$ cat src/rtl/noc_traffic_endpoint.sv
// noc_traffic_endpoint: one NoC router port endpoint.
// TX path turns a (dest, len) command into a bus request followed by a
// numbered flit burst {last, seq}. RX path checks incoming sequence numbers,
// counts completed packets and keeps a sticky error flag.
module noc_traffic_endpoint #(
  parameter int DATA_W    = 8,
  parameter int NUM_NODES = 4,
  parameter int NODE_ID   = 0,
  parameter int CNT_W     = 16,
  localparam int DEST_W   = (NUM_NODES > 1) ? $clog2(NUM_NODES) : 1
) (
  input  logic              clock,
  input  logic              reset,
  // command side
  input  logic              cmd_valid,
  output logic              cmd_ready,
  input  logic [DEST_W-1:0] cmd_dest,
  input  logic [DATA_W-1:0] cmd_len,
  // bus master handshake
  output logic              req,
  output logic [DEST_W-1:0] req_dest,
  input  logic              grant,
  // router TX
  output logic              tx_valid,
  input  logic              tx_ready,
  output logic [DATA_W:0]   tx_flit,
  output logic              done,
  // router RX
  input  logic              rx_valid,
  input  logic [DATA_W:0]   rx_flit,
  output logic [CNT_W-1:0]  rx_pkt_count,
  output logic              rx_err,
  // status
  output logic              busy
);

  typedef enum logic [1:0] {
    S_IDLE = 2'd0,
    S_REQ  = 2'd1,
    S_SEND = 2'd2
  } state_t;

  state_t              r_state, w_state_nxt;
  logic [DEST_W-1:0]   r_dest, w_dest_nxt;
  logic [DATA_W-1:0]   r_len, w_len_nxt;
  logic [DATA_W-1:0]   r_seq, w_seq_nxt;
  logic                r_req, w_req_nxt;
  logic [DEST_W-1:0]   r_req_dest, w_req_dest_nxt;
  logic                r_tx_valid, w_tx_valid_nxt;
  logic [DATA_W:0]     r_tx_flit, w_tx_flit_nxt;
  logic                r_done, w_done_nxt;
  logic                r_busy, w_busy_nxt;
  logic [DATA_W-1:0]   w_seq_inc;

  logic [DATA_W-1:0]   r_rx_exp;
  logic [CNT_W-1:0]    r_rx_cnt;
  logic                r_rx_err;
  logic [DATA_W-1:0]   w_rx_payload;
  logic                w_rx_last;

  // Only combinational output: a command is taken whenever the FSM is idle,
  // which lets a new command land in the same cycle done is high.
  assign cmd_ready = (r_state == S_IDLE);

  assign w_seq_inc = r_seq + DATA_W'(1);

  // TX next-state and next-output computation; all outputs are registered.
  always_comb begin
    w_state_nxt    = r_state;
    w_dest_nxt     = r_dest;
    w_len_nxt      = r_len;
    w_seq_nxt      = r_seq;
    w_req_nxt      = r_req;
    w_req_dest_nxt = r_req_dest;
    w_tx_valid_nxt = r_tx_valid;
    w_tx_flit_nxt  = r_tx_flit;
    w_done_nxt     = 1'b0;
    case (r_state)
      S_IDLE: begin
        // zero-length commands are consumed without any effect
        if (cmd_valid && (cmd_len != '0)) begin
          w_dest_nxt     = cmd_dest;
          w_len_nxt      = cmd_len;
          w_req_nxt      = 1'b1;
          w_req_dest_nxt = cmd_dest;
          w_state_nxt    = S_REQ;
        end
      end
      S_REQ: begin
        if (grant) begin
          w_req_nxt      = 1'b0;
          w_tx_valid_nxt = 1'b1;
          w_seq_nxt      = DATA_W'(1);
          w_tx_flit_nxt  = {(r_len == DATA_W'(1)), DATA_W'(1)};
          w_state_nxt    = S_SEND;
        end
      end
      S_SEND: begin
        // grant is deliberately ignored here; only router backpressure matters
        if (tx_ready) begin
          if (r_seq == r_len) begin
            w_tx_valid_nxt = 1'b0;
            w_done_nxt     = 1'b1;
            w_state_nxt    = S_IDLE;
          end else begin
            w_seq_nxt     = w_seq_inc;
            w_tx_flit_nxt = {(w_seq_inc == r_len), w_seq_inc};
          end
        end
      end
      default: begin
        w_req_nxt      = 1'b0;
        w_tx_valid_nxt = 1'b0;
        w_state_nxt    = S_IDLE;
      end
    endcase
    w_busy_nxt = (w_state_nxt != S_IDLE);
  end

  // TX state and registered outputs; reset aborts a burst with no done pulse.
  always_ff @(posedge clock or posedge reset) begin
    if (reset) begin
      r_state    <= S_IDLE;
      r_dest     <= '0;
      r_len      <= '0;
      r_seq      <= '0;
      r_req      <= 1'b0;
      r_req_dest <= '0;
      r_tx_valid <= 1'b0;
      r_tx_flit  <= '0;
      r_done     <= 1'b0;
      r_busy     <= 1'b0;
    end else begin
      r_state    <= w_state_nxt;
      r_dest     <= w_dest_nxt;
      r_len      <= w_len_nxt;
      r_seq      <= w_seq_nxt;
      r_req      <= w_req_nxt;
      r_req_dest <= w_req_dest_nxt;
      r_tx_valid <= w_tx_valid_nxt;
      r_tx_flit  <= w_tx_flit_nxt;
      r_done     <= w_done_nxt;
      r_busy     <= w_busy_nxt;
    end
  end

  assign w_rx_payload = rx_flit[DATA_W-1:0];
  assign w_rx_last    = rx_flit[DATA_W];

  // RX sequence checker: resync after a mismatch, restart at 1 after a last flit.
  always_ff @(posedge clock or posedge reset) begin
    if (reset) begin
      r_rx_exp <= DATA_W'(1);
      r_rx_cnt <= '0;
      r_rx_err <= 1'b0;
    end else if (rx_valid) begin
      if (w_rx_payload != r_rx_exp) begin
        r_rx_err <= 1'b1;
        r_rx_exp <= w_rx_payload + DATA_W'(1);
      end else begin
        r_rx_exp <= r_rx_exp + DATA_W'(1);
      end
      if (w_rx_last) begin
        r_rx_cnt <= r_rx_cnt + CNT_W'(1);
        r_rx_exp <= DATA_W'(1);
      end
    end
  end

  assign req          = r_req;
  assign req_dest     = r_req_dest;
  assign tx_valid     = r_tx_valid;
  assign tx_flit      = r_tx_flit;
  assign done         = r_done;
  assign busy         = r_busy;
  assign rx_pkt_count = r_rx_cnt;
  assign rx_err       = r_rx_err;

endmodule
$ cat config.mk
export PLATFORM = sky130hd
export DESIGN_NAME = noc_traffic_endpoint
export DESIGN_NICKNAME = d
export VERILOG_FILES = /design/src/rtl/noc_traffic_endpoint.sv
export SDC_FILE = /design/constraint.sdc
export NUM_CORES = 1
export LEC_CHECK = 0
export ABC_AREA = 1
export CAP_MARGIN = 20
export CORE_UTILIZATION = 30
export CTS_BUF_LIST = sky130_fd_sc_hd__clkbuf_8
export DETAILED_ROUTE_END_ITERATION = 8
export PLACE_DENSITY_LB_ADDON = 0.1
export SYNTH_ARGS = -nofsm -noshare
export SYNTH_HDL_FRONTEND = slang
export SYNTH_SLANG_ARGS = --single-unit
$ cat constraint.sdc
create_clock -name clock -period 4.8 [get_ports clock]
set_input_delay 0.48 -clock clock [delete_from_list [all_inputs] [get_ports clock]]
set_output_delay 0.48 -clock clock [all_outputs]
set_load 0.05 [all_outputs]
; ---- Word-level counts from Yosys, hierarchy flattened
; Index checks and enable logic that the tools add are counted.
[totals]
out_inout_bits = 33
inputBits = 25
regBits = 58
elab_cells = 65
[classes]
n_addsub = 4
muxes = 25
reduce_logical = 11
bitwise_logic = 2
n_eq_ne = 11
[op_table]
columns = cell, count
row1 = 8-bit two-way mux, 5
row2 = 9-bit two-way mux, 3
row3 = 8-bit by 1-bit adder with 8-bit output (second input constant), 3
row4 = 9-bit case mux with 2 select lines, 1
row5 = 16-bit by 1-bit adder with 16-bit output (second input constant), 1
row6 = 8-bit == test, 2
row7 = 8-bit case mux with 2 select lines, 1
row8 = 8-bit by 1-bit == test with 1-bit output (second input constant), 1
row9 = 1-bit two-way mux, 8
row10 = 2-bit two-way mux, 4
row11 = 2-bit != test (second input constant), 4
row12 = 8-bit != test, 1
row13 = 4-bit AND reduction, 2
row14 = 8-bit nonzero test, 1
row15 = 1-bit case mux with 3 select lines, 2
row16 = 2-bit case mux with 3 select lines, 1
row17 = 2-bit AND reduction, 3
row18 = 2-bit nonzero test, 2
row19 = 3-bit AND reduction, 1
row20 = 2-bit by 1-bit == test with 1-bit output (second input constant), 1
row21 = 2-bit == test (second input constant), 1
row22 = 2-bit logical NOT, 1
row23 = 2-bit by 1-bit != test with 1-bit output (second input constant), 1
row24 = 1-bit NOT, 2
row25 = 1-bit logical AND, 1

; ---- Depth between registers and ports, before layout
[logic_depth]
ltp_word = 5
mapped_depth = 12
depth_no_buf = 11

; ---- Worst setup path before layout
; No wires, ideal clock.
[synth_path]
path_type = reg2reg
startpoint = reg r_state[0]
endpoint = reg r_len[0]
t_arrival_ns = 1.880
path_stages_with_launch = 6
setup_ns = 0.131
n_path_buf = 1
period_less_slack_ns = 2.010
required_time_ns = 4.669
path_slack_ns = 2.790
path_cell_list = dfrtp_1 nor2_1 nand3_1 inv_2 clkbuf_1 o21ai_0
[synth_via]
elab_chain_len = 2
[synth_rtl]
columns = element, line
row1 = start: declaration, 43  ; state_t r_state, w_state_nxt;
row2 = start signal: assignment, 134  ; r_state <= w_state_nxt;
row3 = 2-bit logical NOT, --
row4 = via cmd_ready, 16  ; output logic cmd_ready,
row5 = 2-bit AND reduction (no source line), --
row6 = end signal: assignment, 136  ; r_len <= w_len_nxt;
row7 = end: declaration, 45  ; logic [DATA_W-1:0] r_len, w_len_nxt;
; The timed path passes the listed nets, and every way through them passes these cells.
; A chain may end at the register's enable or synchronous reset.

; ---- Final worst setup path
[layout_path]
startpoint = reg r_state[0]
endpoint = out cmd_ready
[layout_via]
elab_chain_len = 1
[layout_rtl]
columns = element, line
row1 = 2-bit logical NOT, --
row2 = end: declaration, 16
; No other way between the ends.

==> results.rst <==
.. list-table::
   :header-rows: 1

   * - Metric
     - Value
   * - Number of nets in the layout
     - 404
   * - TritonCTS Buffers
     - 5
   * - Hold-fix buffer count after cts
     - 0
   * - Number of max-cap violations
     - 0
   * - Post-CTS Repair Setup Buffers
     - 0
   * - Final Util
     - 39.5%
   * - Number of filler instances in the final layout
     - 883
   * - Max Slew Vio Count
     - 0
   * - Arrival @ worst endpoint
     - 1.74 ns
   * - Critical path startpoint category
     - flop
   * - Result of the run
     - finished, final reports clean
   * - Hold Violations, Final
     - 0
   * - Number of library cell types mapped by synthesis
     - 36
   * - Register bit total from synthesis
     - 50
   * - Routed length on met3
     - 292 um
   * - Width of the chip
     - 96.7 um
   * - Synth Instances
     - 318
   * - Drt pass-1 iters
     - 4
   * - Global-route wire length before repair
     - 10300 um
   * - Crit path required time
     - 4.32 ns
   * - Detailed-route wire length
     - 6070 um
   * - Syn Nets
     - 346
   * - Critical path fanouts, max
     - 4
   * - Unrepaired setup endpoints after global routing
     - false
   * - Total number of clock tree sinks
     - 50
   * - Yosys synthesis warning count
     - 0
   * - Final total negative setup slack
     - 0 ns
   * - Slew at the pin with the worst max-slew slack
     - 0.658 ns
   * - Ys flop type
     - sky130_fd_sc_hd__dfrtp_1
   * - Standby leakage power
     - 1.63 nW
   * - H-tree level count
     - 2
   * - Portion of the post-synthesis area used by sequential elements
     - 46.5%
   * - Post-synth ARST share
     - 100%
   * - Clock tree root buffer cell
     - sky130_fd_sc_hd__clkbuf_8
   * - Reg area
     - 1250 um^2
   * - CTS clk-pin slew, worst paths
     - 0.09 ns
   * - Met2 routed wirelength
     - 2890 um
   * - Antenna violations before repair
     - 0
   * - Final Cell Area
     - 3450 um^2
   * - Violation count after the first detailed-routing iteration
     - 65
   * - Commonest cells after routing, fill and taps aside
     - sky130_fd_sc_hd__nand2_1 (87), sky130_fd_sc_hd__clkdlybuf4s50_1 (57), sky130_fd_sc_hd__dfrtp_1 (49)
   * - Via/cell ratio
     - 4.59
   * - Placed Instance Area
     - 3370 um^2
   * - Resized cells post-CTS
     - 0
   * - Number of DRC violations after detailed routing
     - 0
   * - Power density over the cells
     - 393 nW/um^2
   * - Path type of the worst setup path
     - reg -> out
   * - Latest clock arrival within the worst-skew pair
     - 0.30 ns
   * - Highest achievable clock rate
     - 450 MHz
   * - Cell count of the worst hold path
     - 1
   * - Ant diodes
     - 0
   * - Minimum setup slack in the final design
     - 2.58 ns
   * - Overflow after GRT
     - 0
   * - WL met1
     - 2800 um
   * - VDD IR max
     - 0.000354 V
   * - Design Power
     - 1.36 mW
   * - Syn_area_per_cell
     - 8.47 um^2
   * - Total area of multi-input combinational cells
     - 1250 um^2
   * - Fin crit share
     - 46.3%
   * - Port bufs
     - 57
   * - Count of nets left with antenna violations after detail routing
     - 0
   * - CTS tree
     - yes
   * - Worst slew margin relative to its limit
     - 56.1%
   * - Top-level port count
     - 58
   * - Post-synthesis instance area
     - 2690 um^2
   * - Layout cell share with drive strength beyond 1
     - 7.96%
   * - FP Rows
     - 34
   * - Vias in the first global route
     - 2215
   * - Starting Density
     - 30.9%
   * - Routed via count
     - 2224
   * - Final setup violation count
     - 0
   * - Highest metal used
     - met4
   * - Area of the core region
     - 8720 um^2
   * - Final weighted congestion of routability-driven global placement
     - 0.805
   * - Logic depth of the worst register-to-register path
     - 9
   * - Most common library cell in the layout ignoring fill and taps
     - sky130_fd_sc_hd__nand2_1
   * - DIE AREA
     - 9360 um^2
   * - Routed len/inst
     - 12.5 um
   * - Count of flip-flops with a built-in enable after synthesis
     - 0
   * - Maximum number of pins on one net before global-route repair
     - 51
   * - Crit end category
     - output pin
   * - Post-placement worst setup slack
     - 2.58 ns
   * - Hpwl dp
     - 4550 um
   * - Post-layout min period
     - 2.22 ns
   * - GRT Total Usage
     - 13.6%
   * - Height of the die
     - 96.7 um
   * - Synth-to-Final Area Change
     - 28.0%
   * - Setup skew after layout
     - 0.00990 ns
   * - Bufs on Longest Clock Path
     - 2
   * - Hold Crit Class
     - reg -> reg
## flip-flops by register name, summed over array words and instances (netlist names)
register,cells
req,1
rx_pkt_count,16
busy,1
req_dest,2
r_seq,7
tx_valid,1
r_rx_exp,8
rx_err,1
r_len,8
done,1
r_state,2
tx_flit,2
## synthesized netlist by cell type, types with 4 or more instances
master / count / share of area (%)
sky130_fd_sc_hd__nand2_1: 87 / 12
sky130_fd_sc_hd__nor2_1: 20 / 2.8
sky130_fd_sc_hd__xor2_1: 21 / 6.8
sky130_fd_sc_hd__nand3_1: 17 / 3.2
sky130_fd_sc_hd__nand4_1: 8 / 1.9
sky130_fd_sc_hd__nor4_1: 5 / 1.2
sky130_fd_sc_hd__dfrtp_1: 49 / 46
sky130_fd_sc_hd__nand2_2: 4 / 0.93
sky130_fd_sc_hd__o21ai_0: 15 / 2.8
sky130_fd_sc_hd__o21ai_2: 6 / 2.0
sky130_fd_sc_hd__xnor2_1: 12 / 3.9
sky130_fd_sc_hd__inv_1: 35 / 4.9
## routing by layer
metal,track usage (%),up-vias
met4,3.90,0
met1,16.6,1026
met5,0,-
li1,-,1140
met3,3.40,7
met2,23.5,51
## cells by family after synthesis
group,synth area share [%]
and+or+nand+nor,25.4
xor gates and xnor gates,10.7
AOI/OAI and AO/OA,8.64
muxes,0.418
DFF,46.5
buffers and inverters,6.88
adders and majority gates,1.39
## power breakdown
part / total, mW / internal [mW] / switching [mW]
clock: 0.239 / 0.0978 / 0.141
sequential: 0.573 / 0.481 / 0.0925
combinational: 0.543 / 0.206 / 0.337
## final cells by class
| type | instances | area share (%) |
|---|---|---|
| clock buffer | 5 | 2.00 |
| timing repair buffer | 58 | 16.8 |
| sequential | 50 | 36.3 |
| clock inverter | 3 | 0.327 |
| multi-input combinational | 223 | 36.4 |
| tap | 108 | 3.92 |
| inverter | 38 | 4.21 |
## through the flow
stage          hold WS, ns  instances
2_1_floorplan        0.472        318
3_3_place_gp         0.447        477
3_5_place_dp         0.446        477
4_1_cts              0.472        485
5_1_grt              0.497        485
6_report             0.468        485
## path summary, 6_finish.rpt
kind	endpoint	slack [ns]	from
max in group asynchronous	tx_valid	3.69	reset
min reg2reg	rx_err	0.47	rx_err
max reg2reg	tx_flit[8]	3.01	r_seq[0]
min in group asynchronous	rx_pkt_count[5]	0.65	reset
min	rx_err	0.47	rx_err
max	cmd_ready	2.58	r_state[0]
## critical path: stages (launching register included)
cell and delay [ns]:
sky130_fd_sc_hd__dfrtp_1 0.41, sky130_fd_sc_hd__nor2_1 0.19, sky130_fd_sc_hd__clkdlybuf4s50_1 0.84
Power figures use the tool's default switching activity.
==> variant: new RTL, same settings <==
Encoding of `state_t`: now one-hot (3 bits for 3 states).
--- a/src/rtl/noc_traffic_endpoint.sv
+++ b/src/rtl/noc_traffic_endpoint.sv
@@ -34,10 +34,10 @@
   output logic              busy
 );
 
-  typedef enum logic [1:0] {
-    S_IDLE = 2'd0,
-    S_REQ  = 2'd1,
-    S_SEND = 2'd2
+  typedef enum logic [2:0] {
+    S_IDLE = 3'b001,
+    S_REQ  = 3'b010,
+    S_SEND = 3'b100
   } state_t;
 
   state_t              r_state, w_state_nxt;
Formal check against the unedited RTL: same outputs for any inputs over 10 cycles, from zero or initial values and one cycle with reset high; not proved beyond that.
==> variant against the unedited design <==
- non-clock buffer count unchanged
- combinational power is 60% higher
- setup slack got worse by 0.42 ns
- final area increased by 3.6%
- maximum frequency decreased by 16%
- synthesized area increased by 4.3%
- wire length increased by 1.7%
- critical path depth grew 1
- power increased by 34%
- hold slack better by 0.013 ns
- register-to-register slack lost 0.08 ns
- first-iteration DRC count up 11%
- sequential cell count is 1 higher
- critical endpoint unchanged
==> variant: results (changes against the unedited design) <==
[global_route]
antenna_found_initial = 0  ; unchanged
grt_pass1_vias = 2261  ; +2.1%
grt_start_max_net_pins = 52  ; +2.0%
grt_use_total_pct = 13.6  ; +0.089 points
grt_first_pass_wirelength_um = 10600  ; +2.3%

[final_layout]
largest_register_ffs = 16  ; unchanged
drive_gt1_share_pct = 9.25  ; +1.3 points
final_nets = 427  ; +5.7%

[worst_setup_path]
critPathMaxStageDelay_ns = 0.90  ; +0.06 ns
cp_max_fo = 4  ; unchanged
r2r_slack_ns = 2.93  ; -0.08 ns
worstPathArrival_ns = 2.17  ; +0.43 ns
cp-startpoint = r_state[0]

[synth]
syn_nets = 368  ; +6.4%
synthTopCellsByCount = nand2_1 (102), dfrtp_1 (49), inv_1 (41), nor2_1 (19), xor2_1 (19)
seq_area_frac_synth_pct = 45.5  ; -0.97 points
synth_cell_type_count = 35  ; -2.8%
yosysWarnings = 0  ; unchanged
ys_top_cells_by_area = dfrtp_1 (44%), nand2_1 (14%), xor2_1 (5.9%)
avgSynthCellArea_um2 = 8.26  ; -2.5%

[outcome]
status = finished, final reports clean

[timing]
skew_ns = 0.00836  ; -0.00154 ns
maxSlewHeadroom_pct = 55.5  ; -0.62 points
whs_ns = 0.480  ; +0.0128 ns

[clocking]
clk_latency_ns = 0.30  ; about the same
hold_buffers = 0  ; unchanged
clk_path_buf_depth = 2  ; unchanged
clk_pin_slew_ns = 0.09  ; about the same
h-tree-depth = 2  ; unchanged

[placement]
io_buffers = 57  ; unchanged
gp_congestion = 0.835  ; +3.8%
post_dp_cell_area_um2 = 3480  ; +3.3%
placedCellCount = 500  ; +4.8%
hpwl_um = 4550  ; about the same

[min_path]
hold_path.class = register to register

[drt]
wl_um = 6180  ; +1.7%
vias_per_cell = 4.55  ; -0.71%
route.detailed.wl_per_inst_um = 12.2  ; -2.9%
drt_iter0_markers = 72  ; +11%

[power]
p_leak_uw = 0.00170  ; +4.2%
irDropWorstVdd_mv = 0.289  ; -18%

-- variant: cell types whose count changed in the layout (fill, tap and decap cells not counted), sizes merged, moves of 2 or more --
| cell | change |
|---|---|
| nor3 | +2 |
| or2 | -2 |
| o21ai | +3 |
| nand2 | +16 |
| xnor2 | -3 |
| nand4 | +2 |
| xor2 | -2 |
| inv | +6 |
-- variant: cell type report --
cell class	instances	area [µm²]
fill	943	5320
multi-input combinational	237	1310
sequential	51	1280
timing repair buffer	58	578
inverter	46	173
tap	108	135
clock buffer	6	82.6
clock inverter	2	8.76
-- variant: cells by family after synthesis --
logic type	after synthesis	share of synthesized area (%)
AND/OR/NAND/NOR	170	28.0
buffers and inverters	52	7.67
flip-flops	51	45.5
AO/OA/AOI/OAI	36	8.69
XOR/XNOR	28	8.73
adder cells (fa/ha/maj)	3	1.34
-- variant: critical path: cells and delay by family (launching register included) --
| kind | cells | cell delay (ns) |
|---|---|---|
| buffers and inverters | 2 | 0.95 |
| flip-flops | 1 | 0.54 |
| AND/OR/NAND/NOR | 1 | 0.39 |
-- variant: final timing paths --
| kind | to | cells after the start |
|---|---|---|
| worst max register to register | tx_flit[8] | 11 |
| max in group asynchronous | r_seq[0] | 3 |
| min in group asynchronous | rx_pkt_count[2] | 3 |
| worst max-delay path | cmd_ready | 3 |
| worst min register to register | rx_err | 1 |
| worst min-delay path | rx_err | 1 |
-- variant: per-layer routing --
metal	wire [µm]	part of all wire [%]	vias up	track usage [%]
li1	-	-	1202	-
met1	2920	47	1063	17.8
met2	2940	48	42	22.5
met3	206	3.3	6	2.55
met4	112	1.8	0	5.17
met5	0	0	-	0
-- variant: metrics by stage --
step | setup WS, ns | utilization [%]
after floorplan | 2.25 | -
after global placement | 2.48 | 39.1
after detailed placement | 2.45 | 39.1
after CTS | 2.10 | 40.1
after global routing | 2.01 | 40.1
final | 2.15 | 40.1
-- variant: power breakdown --
group          internal (µW)  switching (µW)  total, µW  leakage (µW)
Combinational            303             567        869      0.000999
Clock                    115             142        257     0.0000524
Sequential               550             134        684      0.000647
